`config.mk`:
```
export PLATFORM = sky130hd
export DESIGN_NAME = pwm_fade_ctrl
export DESIGN_NICKNAME = d
export VERILOG_FILES = /design/src/rtl/pwm_fade_ctrl.sv
export SDC_FILE = /design/constraint.sdc
export NUM_CORES = 1
export LEC_CHECK = 0
export ABC_AREA = 0
export BUFFER_PORTS_ARGS = -buffer_cell sky130_fd_sc_hd__buf_4
export CAP_MARGIN = 20
export CORE_MARGIN = 2
export CORE_UTILIZATION = 35
export DETAILED_ROUTE_END_ITERATION = 6
export PLACE_DENSITY_LB_ADDON = 0.05
export RECOVER_POWER = 25
export SYNTH_ARGS = -nofsm -noshare
export SYNTH_HDL_FRONTEND = slang
export SYNTH_SLANG_ARGS = --single-unit
```
`constraint.sdc`:
```
create_clock -name clk -period 9.79 [get_ports clk]
set_input_delay 0.4895 -clock clk [delete_from_list [all_inputs] [get_ports clk]]
set_output_delay 0.4895 -clock clk [all_outputs]
set_load 0.01 [all_outputs]
```
`src/rtl/pwm_fade_ctrl.sv`:
```
// Register-port sequencer that programs one PWM channel and ramps its duty to a target.
// Optional PWM_FADE_AUTO_OFF_EN: a fade ending at duty 0 also clears the channel enable.
module pwm_fade_ctrl #(
    parameter int CNT_W = 16,
    parameter int DW    = 32
) (
    input  logic             clk,
    input  logic             rst,
    input  logic             start,
    input  logic             abort,
    input  logic [2:0]       chan,
    input  logic [DW-1:0]    period,
    input  logic [DW-1:0]    start_duty,
    input  logic [DW-1:0]    target_duty,
    input  logic [DW-1:0]    step,
    input  logic [CNT_W-1:0] interval,
    output logic             wr,
    output logic [6:0]       adrs,
    output logic [DW-1:0]    din,
    output logic             busy,
    output logic             done
);

    localparam logic [2:0] IDLE    = 3'd0;
    localparam logic [2:0] WR_PER  = 3'd1;
    localparam logic [2:0] WR_EN   = 3'd2;
    localparam logic [2:0] WR_D0   = 3'd3;
    localparam logic [2:0] WAIT    = 3'd4;
    localparam logic [2:0] WR_DUTY = 3'd5;
    localparam logic [2:0] DONE    = 3'd6;
`ifdef PWM_FADE_AUTO_OFF_EN
    localparam logic [2:0] WR_OFF  = 3'd7;
`endif

    logic [2:0]       state_q;
    logic [2:0]       chan_q;
    logic [DW-1:0]    per_q, cur_q, tgt_q, step_q;
    logic [CNT_W-1:0] ivl_q, cnt_q;
    logic [6:0]       base;
    logic             up;
    logic [DW-1:0]    diff, nxt;
    logic [2:0]       fin_state;

    assign base = {1'b0, chan_q, 3'b000} + {2'b00, chan_q, 2'b00};

    // Distance to target is compared before stepping, so cur never wraps.
    always_comb begin
        up   = tgt_q > cur_q;
        diff = up ? (tgt_q - cur_q) : (cur_q - tgt_q);
        if (diff <= step_q) nxt = tgt_q;
        else if (up)        nxt = cur_q + step_q;
        else                nxt = cur_q - step_q;
    end

`ifdef PWM_FADE_AUTO_OFF_EN
    assign fin_state = (tgt_q == '0) ? WR_OFF : DONE;
`else
    assign fin_state = DONE;
`endif

    always_ff @(posedge clk or negedge rst) begin
        if (!rst) begin
            state_q <= IDLE;
            chan_q  <= '0;
            per_q   <= '0;
            cur_q   <= '0;
            tgt_q   <= '0;
            step_q  <= '0;
            ivl_q   <= '0;
            cnt_q   <= '0;
        end else if (state_q != IDLE && abort) begin
            state_q <= IDLE;
        end else begin
            case (state_q)
                IDLE: if (start && !abort) begin
                    chan_q  <= chan;
                    per_q   <= period;
                    cur_q   <= (start_duty > period) ? period : start_duty;
                    tgt_q   <= (target_duty > period) ? period : target_duty;
                    step_q  <= (step == '0) ? DW'(1) : step;
                    ivl_q   <= interval;
                    state_q <= WR_PER;
                end
                WR_PER: state_q <= WR_EN;
                WR_EN:  state_q <= WR_D0;
                WR_D0, WR_DUTY: begin
                    if (cur_q == tgt_q) state_q <= fin_state;
                    else begin
                        cnt_q   <= ivl_q;
                        state_q <= WAIT;
                    end
                end
                WAIT: begin
                    if (cnt_q == '0) begin
                        cur_q   <= nxt;
                        state_q <= WR_DUTY;
                    end else begin
                        cnt_q <= cnt_q - 1'b1;
                    end
                end
`ifdef PWM_FADE_AUTO_OFF_EN
                WR_OFF: state_q <= DONE;
`endif
                default: state_q <= IDLE;
            endcase
        end
    end

    always_comb begin
        wr   = 1'b0;
        adrs = '0;
        din  = '0;
        case (state_q)
            WR_PER:  begin wr = 1'b1; adrs = base + 7'd4; din = per_q; end
            WR_EN:   begin wr = 1'b1; adrs = base;        din = DW'(1); end
            WR_D0,
            WR_DUTY: begin wr = 1'b1; adrs = base + 7'd8; din = cur_q; end
`ifdef PWM_FADE_AUTO_OFF_EN
            WR_OFF:  begin wr = 1'b1; adrs = base;        din = '0; end
`endif
            default: ;
        endcase
    end

    assign busy = (state_q != IDLE);
    assign done = (state_q == DONE);

endmodule

```
==> out/qor.csv <==
stage;metric;value;unit
run_status;status;finished, violations left;
run_status;violations;max-capacitance violations, max-slew violations;
synth;async_reset_ff_frac;1.00;
die;num_rows;78;
clock_tree;numCtsBuffers;17;
sta;drv_slew;173;
detailed_routing;route.met3.wl;2.87;mm
synth;seq_area_frac_synth;0.257;
finish;layout-drive-gt1-share;0.149;
die;start_util;0.356;
die;die_w;219;um
detailed_routing;wl_met2;22.5;mm
worst_setup_path;rrSetupSlack;2.94;ns
synth;netlist_instances;1989;
detailed_routing;wl_met1;32.2;mm
worst_setup_path;slowest_delay;0.69;ns
worst_setup_path;startpoint_type;flop;
detailed_routing;drc;0;
worst_setup_path;r2r_end;cur_q[15];
sta;setup_tns;0;ns
synth;synth_top_area_frac;0.257;
worst_setup_path;ff2ff_path_depth;23;
worst_setup_path;worstSetupEndpoint;cur_q[15];
synth;synth_edf_count;0;
synth;synth_commonest_cells;210 x nand2_1, 197 x ha_1, 189 x o21ai_0;
power_and_ir_drop;switching_power;3.26;mW
power_and_ir_drop;total_power;6.21;mW
run;max_cap_violations;3;
synth;ys_ff_latch;166;
clock_tree;cts.clk_slew.worst_paths;0.09;ns
detailed_routing;routed_wl;58.4;mm
synth;synth-xor-area-share;0.0455;
detailed_routing;post_drt_via_cell_ratio;5.55;
min_path;holdCritPathClass;in2reg;
sta;fin_ws;2.94;ns
power_and_ir_drop;p_per_area;334;mW/mm^2
placed_design;place_congestion;0.894;
detailed_routing;vias;15200;
finish;final_util;0.409;
worst_setup_path;end_kind;flop;
global_route;grt_usage;0.247;
worst_setup_path;startpoint;tgt_q[0];
sta;finalSetupViolations;0;
clock_tree;tritoncts;done;
sta;fin_skew;0.0260;ns
die;dieArea;0.0479;sq mm
synth;synth.distinct_cells;77;
sta;rsz0062_at_grt;no;
synth;synth_mux_area_frac;0.0669;
finish;fin_cells;2729;
synth;yosysMostFrequentCell;nand2_1;
sta;max-slew-margin-rel;-1.68;
synth;netlist_area;0.0162;sq mm
placed_design;place_inst;2696;
sta;tightest_slew;4.03;ns
synth;synth_top_cell_by_area;dfrtp_1;
worst_setup_path;path_cells;inv_1 > ha_1 > inv_1 > fa_1 > nand3_1 > a21oi_1 > o31ai_1 > a21boi_0 > o21ai_4 > buf_4 > mux2i_1 > o221ai_1 > a21boi_2 > o21ai_1 > xnor2_1 > ha_1 > nand4_1 > nor4_1 > nand2_1 > or3_1 > a21oi_2 > a221oi_1 > a22o_1;
global_route;gr-total-overflow;0;
detailed_routing;avgRoutedWirePerCell;21.4;um
clock_tree;cts-root-buf;clkbuf_16;
placed_design;numPortBuffers;190;
worst_setup_path;critical-path-slowest-cell;o21ai_4;
clock_tree;h-tree-depth;4;
worst_setup_path;r2r-start;tgt_q[0];
clock_tree;insertion_delay;0.51;ns
clock_tree;clk_path_buf_depth;2;
sta;post-route-period-util;0.699;
power_and_ir_drop;p_leak;9.03;nW
sta;fmax;0.146;GHz
finish;syn2layout_area_growth;15.1;%
clock_tree;cts-resized-gates;0;
detailed_routing;ant_nets;0;
detailed_routing;drt_iter0_drc;1328;
global_route;antenna_found_initial;0;
worst_setup_path;cp.required;10.19;ns
synth;ys_warn_count;0;
synth;syn_area_per_cell;8.13;sq um
power_and_ir_drop;combPwrFrac;0.703;
synth;synth_top_family_by_area;compound AO/OA/AOI/OAI gates;
die;die_h;219;um
worst_setup_path;arrival;7.25;ns
placed_design;place_ws;3.07;ns
global_route;grt_pass1_vias;14600;
detailed_routing;top_layer;met4;
power_and_ir_drop;clkPwrFrac;0.113;
finish;final_nets;2468;
clock_tree;clock-sinks;166;
power_and_ir_drop;seqPwrFrac;0.184;
sta;fin_crit;6.85;ns
sta;hold_viol;0;
power_and_ir_drop;p_int;2.95;mW
die;core;0.0455;sq mm
synth;synth_compound_area_frac;0.256;
finish;fill_cells;4783;
synth;synth_simple_gate_area_frac;0.149;
worst_setup_path;crit_type;reg2reg;
power_and_ir_drop;ir_drop;185;uV
synth;synthAdderAreaFrac;0.157;
finish;n_antenna_cell;0;
detailed_routing;dr.pass1.iters;6;
synth;synth_area_leaders;dfrtp_1 26%, ha_1 15%, o21ai_0 5.9%;
synth;synthFlopType;dfrtp_1;
die;ios;193;
global_route;grt_max_degree;101;
power_and_ir_drop;swShare;0.524;
global_route;grt_pass1_wl;89.2;mm
worst_setup_path;crit_path_max_fanout;29;
placed_design;dp_hpwl;46.8;mm
## power by group through the flow
stage	combinational [mW]	clock, mW	sequential (mW)
3_5_place_dp	4.29	0	1.15
4_1_cts	4.32	0.728	1.14
2_1_floorplan	3.15	0	1.06
5_1_grt	4.84	0.749	1.18
3_3_place_gp	4.30	0	1.14
6_report	4.36	0.703	1.14
## placed cells by master (no fill, tap or decap), types with 13 or more instances in the layout
master,count
a211oi_1,35
a21o_1,89
a21oi_1,160
a31oi_1,17
buf_4,202
clkbuf_16,17
dfrtp_1,166
ha_1,197
inv_1,163
mux2_2,57
mux2i_1,44
nand2_1,210
nand2b_1,17
nand3_1,21
nand4_1,41
nor2_1,115
nor2b_1,18
nor3_1,24
nor4_1,14
o211ai_1,15
o21ai_0,188
o21ai_1,13
o21bai_1,15
o31ai_1,22
xnor2_1,60
xor2_1,24
## kinds of logic (layout without fill, tap and decap cells)
logic type	Yosys count	in the layout
compound gates	659	659
simple gates	515	515
mux	101	101
fa+ha+maj	201	201
xor+xnor	84	84
buf+inv	262	401
other cells	1	2
flops	166	166
## sequential cells by signal, summed over array words and instances (netlist names)
| signal | cells |
|---|---|
| chan_q | 3 |
| cnt_q | 16 |
| cur_q | 32 |
| ivl_q | 16 |
| per_q | 32 |
| state_q | 3 |
| step_q | 32 |
| tgt_q | 32 |
## worst min-delay path by stage
stage	to	depth (start not counted)	slack (ns)	start
detailed placement	chan_q[0]	1	0.46	rst
global route	ivl_q[10]	2	0.20	interval[10]
global placement	chan_q[0]	1	0.46	rst
CTS	state_q[2]	2	0.18	abort
finish	state_q[2]	2	0.22	abort
floorplan	chan_q[0]	0	0.19	rst
## stage by stage
| stage | cell area [sq um] | hold slack [ns] |
|---|---|---|
| finish | 18600 | 0.219 |
| detailed placement | 18000 | 0.458 |
| global route | 18600 | 0.203 |
| global placement | 18000 | 0.457 |
| CTS | 18600 | 0.179 |
| floorplan | 16200 | 0.194 |
## per-layer routing
metal | vias to the layer above | GRT usage
met3 | 37 | 0.0334
met1 | 7292 | 0.402
met2 | 434 | 0.334
li1 | 7395 | -
met5 | - | 0
met4 | 0 | 0.0572
## worst max-delay path, delay by kind of cell, from the launching register on
family,cells,cell delay [ns]
compound gates,10,3.23
simple gates,5,1.13
fa+ha+maj,3,0.83
buf+inv,3,0.59
flops,1,0.42
mux,1,0.37
xor+xnor,1,0.17
## area by class of cell
class,count,area (sq um),share of cell area
Tap cell,600,751,0.0403
Sequential cell,166,4150,0.223
Multi-Input combinational cell,1562,11000,0.590
Inverter,163,612,0.0329
Clock buffer,19,453,0.0243
Timing Repair Buffer,206,1540,0.0826
Clock inverter,13,133,0.00713
## timing repair
item                                   4_1_cts  5_1_grt
endpoints found under the hold margin       46        0
hold buffers                                 1        0
buffers inserted                             0        0
Power figures use the tool's default switching activity.
